==> src/rtl/mips_cpu_pkg.sv <==
// Shared definitions for the MIPS core memory arbiter: FSM state encoding,
// the Avalon byte-enable used for every transfer, and the default watchdog limit.
package mips_cpu_pkg;

    typedef enum logic [2:0] {
        IDLE,
        FETCH,
        DATA,
        EXEC,
        ERROR
    } state_t;

    localparam logic [3:0] AVM_BYTEENABLE_ALL     = 4'b1111;
    localparam int         TIMEOUT_CYCLES_DEFAULT = 255;

endpackage

==> src/rtl/mips_cpu_mem_watchdog.sv <==
// Counts consecutive waitrequest cycles of the current Avalon transfer and
// flags the cycle on which the tolerated number of stalls is used up.
module mips_cpu_mem_watchdog
    import mips_cpu_pkg::*;
#(
    parameter int TIMEOUT_CYCLES = TIMEOUT_CYCLES_DEFAULT
) (
    input  logic clk,
    input  logic reset,
    input  logic strobe,
    input  logic waitrequest,
    output logic timeout
);

    localparam int CNT_W = $clog2(TIMEOUT_CYCLES + 1);

    logic [CNT_W-1:0] count;

    always_ff @(posedge clk) begin
        if (reset) begin
            count <= '0;
        end else if (strobe && !waitrequest) begin
            count <= '0;
        end else if (strobe && waitrequest) begin
            count <= count + CNT_W'(1);
        end
    end

    // Fires on the last tolerated stall so the FSM leaves on that same edge.
    assign timeout = strobe && waitrequest && (count == CNT_W'(TIMEOUT_CYCLES - 1));

endmodule

==> src/rtl/mips_cpu_mem_arbiter.sv <==
// Multicycle MIPS core to Avalon-MM bridge: FETCH, optional DATA access, EXEC pulse.
// Define MIPS_CPU_MEM_ARBITER_TIMEOUT_EN to enable the waitrequest watchdog and ERROR state.
module mips_cpu_mem_arbiter
    import mips_cpu_pkg::*;
#(
    parameter int TIMEOUT_CYCLES = TIMEOUT_CYCLES_DEFAULT
) (
    input  logic        clk,
    input  logic        reset,
    input  logic        cpu_active,
    input  logic [31:0] cpu_instr_address,
    input  logic [31:0] cpu_data_address,
    input  logic        cpu_data_read,
    input  logic        cpu_data_write,
    input  logic [31:0] cpu_data_writedata,
    output logic        cpu_clk_enable,
    output logic [31:0] cpu_instr_readdata,
    output logic [31:0] cpu_data_readdata,
    output logic [31:0] avm_address,
    output logic        avm_read,
    output logic        avm_write,
    output logic [31:0] avm_writedata,
    output logic [3:0]  avm_byteenable,
    input  logic        avm_waitrequest,
    input  logic [31:0] avm_readdata,
    output logic        bus_error
);

    if (TIMEOUT_CYCLES < 1) begin : g_bad_timeout
        $error("TIMEOUT_CYCLES must be at least 1");
    end

    state_t state;
    state_t state_next;
    logic   data_read_eff;
    logic   xfer_done;
    logic   timeout;

    // A store wins when the decoder raises both strobes.
    assign data_read_eff = cpu_data_read & ~cpu_data_write;
    assign xfer_done     = (avm_read | avm_write) & ~avm_waitrequest;

    always_comb begin
        state_next  = state;
        avm_read    = 1'b0;
        avm_write   = 1'b0;
        avm_address = cpu_instr_address;
        case (state)
            IDLE: begin
                if (cpu_active) state_next = FETCH;
            end
            FETCH: begin
                avm_read = 1'b1;
                if (!avm_waitrequest) state_next = DATA;
            end
            DATA: begin
                avm_address = cpu_data_address;
                avm_write   = cpu_data_write;
                avm_read    = data_read_eff;
                if (!(cpu_data_read || cpu_data_write) || !avm_waitrequest) state_next = EXEC;
            end
            EXEC: begin
                state_next = cpu_active ? FETCH : IDLE;
            end
            ERROR: begin
                state_next = ERROR;
            end
            default: begin
                state_next = IDLE;
            end
        endcase
        if (timeout) state_next = ERROR;
    end

    always_ff @(posedge clk) begin
        if (reset) begin
            state              <= IDLE;
            cpu_instr_readdata <= '0;
            cpu_data_readdata  <= '0;
        end else begin
            state <= state_next;
            if (state == FETCH && xfer_done) cpu_instr_readdata <= avm_readdata;
            if (state == DATA && avm_read && !avm_waitrequest) cpu_data_readdata <= avm_readdata;
        end
    end

    assign cpu_clk_enable = (state == EXEC);
    assign avm_writedata  = cpu_data_writedata;
    assign avm_byteenable = AVM_BYTEENABLE_ALL;

`ifdef MIPS_CPU_MEM_ARBITER_TIMEOUT_EN
    mips_cpu_mem_watchdog #(
        .TIMEOUT_CYCLES(TIMEOUT_CYCLES)
    ) u_watchdog (
        .clk        (clk),
        .reset      (reset),
        .strobe     (avm_read | avm_write),
        .waitrequest(avm_waitrequest),
        .timeout    (timeout)
    );
    assign bus_error = (state == ERROR);
`else
    assign timeout   = 1'b0;
    assign bus_error = 1'b0;
`endif

endmodule

==> config.mk <==
export PLATFORM = sky130hd
export DESIGN_NAME = mips_cpu_mem_arbiter
export DESIGN_NICKNAME = d
export VERILOG_FILES = /design/src/rtl/mips_cpu_pkg.sv /design/src/rtl/mips_cpu_mem_watchdog.sv /design/src/rtl/mips_cpu_mem_arbiter.sv
export SDC_FILE = /design/constraint.sdc
export NUM_CORES = 1
export LEC_CHECK = 0
export ABC_AREA = 0
export CAP_MARGIN = 20
export CORE_AREA = 2 2 105 107
export DETAILED_ROUTE_END_ITERATION = 6
export DIE_AREA = 0 0 107 109
export HOLD_SLACK_MARGIN = 0.03
export PLACE_DENSITY_LB_ADDON = 0.2
export RECOVER_POWER = 50
export SLEW_MARGIN = 20
export SYNTH_ARGS = -nofsm -noshare
export SYNTH_HDL_FRONTEND = slang
export SYNTH_SLANG_ARGS = --single-unit
==> constraint.sdc <==
create_clock -name clk -period 5.14 [get_ports clk]
set_input_delay 1.028 -clock clk [delete_from_list [all_inputs] [get_ports clk]]
set_output_delay 1.028 -clock clk [all_outputs]
set_load 0.1 [all_outputs]
* After elaboration in Yosys (flattened, before gate mapping)
Cells that the tools add are included.
Word-level totals: word-level logic and storage cells 32, bits of input ports 134, output and inout port bits 136, register bits 67
Operators by class: bitwise gates (word level) 5, equal/unequal tests 7, mux-type cells 8, reductions and logical operators 9
Operators by type and width (number):
- $mux W32 | 1
- $pmux W3 S5 | 1
- $mux W3 | 3
- $eq A3 B2 Y1 const B | 2
- $ne A2 B2 Y1 const B | 3
- $eq A3 B1 Y1 const B | 1
- $eq A3 B3 Y1 const B | 1
- $logic_and A1 B1 Y1 | 3
- $logic_not A3 Y1 | 1
- $reduce_and A3 Y1 | 1
- $and A1 B1 Y1 | 2
- $logic_not A1 Y1 | 2
- $logic_or A1 B1 Y1 | 2
- $mux W1 | 2
- $not A1 Y1 | 2
- $pmux W1 S2 | 1
- $or A1 B1 Y1 | 1

* Logic depth before layout (Yosys ltp)
word-level depth 6, mapped depth 6, depth with buffers taken out 3

* Worst setup path before layout
OpenSTA, ideal clock, no wires.
path type input port to output port, start point in cpu_data_write, end point out avm_read, buffers on the path 0, cell stages on the path 2, arrival 2.746 ns, path slack 1.366 ns, cells stage by stage nand4bb_1 > a21oi_1
On the way: cells in the longest elaborated chain, start to end 3
RTL lines:
- start, declared | RTL line mips_cpu_mem_arbiter.sv:14 | input logic cpu_data_write,
- $not A1 Y1 | RTL line mips_cpu_mem_arbiter.sv:40 | assign data_read_eff = cpu_data_read & ~cpu_data_write;
- $and A1 B1 Y1 | RTL line mips_cpu_mem_arbiter.sv:40
- $pmux W1 S2 | RTL line mips_cpu_mem_arbiter.sv:48 | case (state)
- end, declared | RTL line mips_cpu_mem_arbiter.sv:20 | output logic avm_read,
No other way between the ends.

==> impl_metrics.py <==
metrics = {
    "run_status": {
        "outcome": "complete, but fails checks",
        "violations": "capacitance limit, slew limit",
    },
    "yosys": {
        "ys_top_cells_by_area": "dfxtp_1 39%, nand2b_1 12%, mux2_2 11%",
        "yosys.area.top_type_share_pct": 39.4,
        "syn_avg_cell_area_um2": 9.06,
        "ys_ff_latch": 67,
        "netlist_instances": 376,
        "yosys_warnings": 0,
        "yosysTopAreaCell": "dfxtp_1",
        "synthesis.area_um2": 3410,
        "yosysUniqueCellTypes": 24,
        "ys_seq_area_share_pct": 39.4,
    },
    "cells_and_area": {
        "fill_cells": 999,
        "layout_common_cells": "133 x clkdlybuf4s50_1, 67 x nand2b_1, 67 x dfxtp_1",
        "drive_above_1_share_pct": 16.6,
        "finalNetCount": 666,
        "diodes": 0,
        "area_delta_synth_final_pct": 55.6,
        "final_common_cell": "clkdlybuf4s50_1",
    },
    "critical_path": {
        "rrSetupSlack_ps": 2820,
        "crit_fanout": 99,
        "endpoint_kind": "flip-flop",
        "cp_slowest_cell": "clkbuf_1",
        "crit_buf_inv": 2,
        "critical-path-top-delay-family": "buffers and inverters",
        "r2r_cells": 4,
        "rr_endpoint": "cpu_data_readdata[3]",
        "cp_slowest_stage_delay_ps": 2230,
        "worstSetupStartpointType": "primary input",
        "required_ps": 5370,
        "critPathKind": "primary input to flip-flop",
        "reg2reg_from": "state[1]",
        "worstPathCellList": "buf_2 > clkbuf_1 > nand2b_1 > mux2i_1",
        "crit_arrival_ps": 3740,
    },
    "worst_hold_path": {
        "hold_depth": 2,
        "hp-start": "cpu_instr_readdata[31]",
        "min_to": "cpu_instr_readdata[31]",
        "holdCritPathClass": "flip-flop to flip-flop",
    },
    "floorplanning": {
        "initial_core_util_pct": 32.1,
        "num_rows": 38,
        "die_y_um": 109,
        "core_um2": 10600,
        "ios": 270,
        "die_area_um2": 11700,
        "die_w_um": 107,
    },
    "timing": {
        "setup_viol": 0,
        "clock_skew_ps": 3.90,
        "tightestPinTransition_ps": 3180,
        "finalCritPeriodShare_pct": 68.3,
        "final_max_slew_viol_count": 100,
        "max_freq_mhz": 285,
        "rsz0062_at_grt": "false",
        "fin_crit_ps": 3510,
        "timing.setup.tns_ps": 0,
        "hold_viol_final": 0,
        "maxSlewHeadroom_pct": -112,
    },
    "clock_tree": {
        "ctsLongestPathBuffers": 2,
        "cts-root-buf": "clkbuf_8",
        "postCtsSetupBuffers": 0,
        "holdBufCountCts": 0,
        "clk_latency_ps": 350,
        "cts.reportedPaths.clkPinSlew_ps": 70,
        "cts.htree.levels": 3,
        "tritoncts": "built",
        "cts_buffers": 9,
        "clkSinkCount": 67,
        "ctsResizeCount": 0,
    },
    "routing": {
        "routedWlPerCell_um": 14.0,
        "dr.pass1.iters": 4,
        "drtIter0Drc": 100,
        "wl_mm": 9.51,
        "ant_nets": 0,
        "drc": 0,
        "via_count": 3058,
        "routed_via_density": 4.52,
    },
    "power": {
        "p_per_area_nw_per_um2": 270,
        "ir_drop_v": 0.000129,
        "p_total_uw": 1430,
        "p_leak_uw": 0.00197,
    },
    "global_routing": {
        "gr-usage-all-layers_pct": 16.4,
        "grt_pass1_vias": 3053,
        "globalRouteOverflowTotal": 0,
        "grt_pass1_wl_mm": 14.6,
        "antenna_found_initial": 0,
        "grt_max_degree": 100,
    },
    "placement": {
        "gp_congestion": 0.725,
        "portBuffers": 200,
        "hpwl_mm": 7.29,
    },
    "job": {
        "max_cap_viol_count": 1,
    },
}
cells by family (layout without fill, tap and decap cells):
kind of cell,Yosys count,count (layout),synth area share (%)
flops,67,67,39.4
simple gates,141,141,21.7
other cells,2,5,0.220
mux,64,64,20.0
buf+inv,64,222,12.8
compound gates,38,38,5.95
area by class of cell:
cell class                      count  area (um2)  share of cell area (%)
Sequential cell                    67        1340                    25.3
Clock inverter                      4        25.0                   0.472
Multi-Input combinational cell    248        1660                    31.2
Clock buffer                       12         155                    2.93
Tap cell                          140         175                    3.30
Timing Repair Buffer              205        1950                    36.7
Inverter                            1        3.75                  0.0708
worst register-to-register path: cells and delay by family (launching register included):
kind,cells,cell delay (ps)
buf+inv,1,470
flops,1,560
mux,1,240
simple gates,2,980
flip-flops by register name (all words and copies together), names as in the netlist:
name / flops
cpu_data_readdata: 32
cpu_instr_readdata: 32
state: 3
report_power, final:
group,internal (uW),switching (uW)
Sequential,533,9.14
Combinational,156,337
Clock,200,200
metal layers:
metal  routed length, um  vias to the layer above  GRT usage [%]  part of all wire, %
met5                   0                        -              0                    0
met4                 242                        0           7.98                  2.5
met3                 900                       30           6.63                  9.5
met2                4850                      149           29.9                   51
met1                3520                     1385           16.1                   37
li1                    -                     1494              -                    -
Yosys cell counts:
| master | number |
|---|---|
| nor4b_1 | 1 |
| a211oi_1 | 1 |
| buf_2 | 9 |
| nor2_1 | 1 |
| inv_1 | 1 |
| nor3_2 | 1 |
| a21oi_1 | 33 |
| o21a_1 | 1 |
| mux2_2 | 32 |
| nor2_2 | 1 |
| buf_4 | 37 |
| o211ai_1 | 3 |
| and2_1 | 1 |
| nand2_1 | 65 |
| buf_6 | 6 |
| dfxtp_1 | 67 |
| clkbuf_1 | 11 |
| nor3_1 | 1 |
| conb_1 | 2 |
| nand4bb_1 | 1 |
| mux2i_1 | 32 |
| or4b_1 | 1 |
| nor4b_2 | 1 |
| nand2b_1 | 67 |
per-stage QoR:
| step | instances | util, % | cell area (um2) | hold WS [ps] | setup WS (ps) |
|---|---|---|---|---|---|
| global route | 677 | 50.0 | 5300 | 471 | 1220 |
| detailed placement | 661 | 48.3 | 5130 | 448 | 1770 |
| finish | 677 | 50.0 | 5300 | 452 | 1630 |
| floorplan | 379 | - | 3420 | 516 | 1370 |
| global placement | 661 | 48.3 | 5130 | 441 | 1770 |
| CTS | 677 | 50.0 | 5310 | 458 | 1690 |
worst max-delay path by stage:
stage	endpoint	slack [ps]	cells after the start	start
3_5_place_dp	avm_read	1770	4	cpu_data_write
4_1_cts	cpu_clk_enable	1690	3	state[1]
2_1_floorplan	avm_read	1370	2	cpu_data_write
5_1_grt	cpu_data_readdata[28]	1220	4	reset
6_report	cpu_data_readdata[13]	1630	4	reset
3_3_place_gp	avm_read	1770	4	cpu_data_write
No activity file was read; power rests on OpenSTA's default activity.
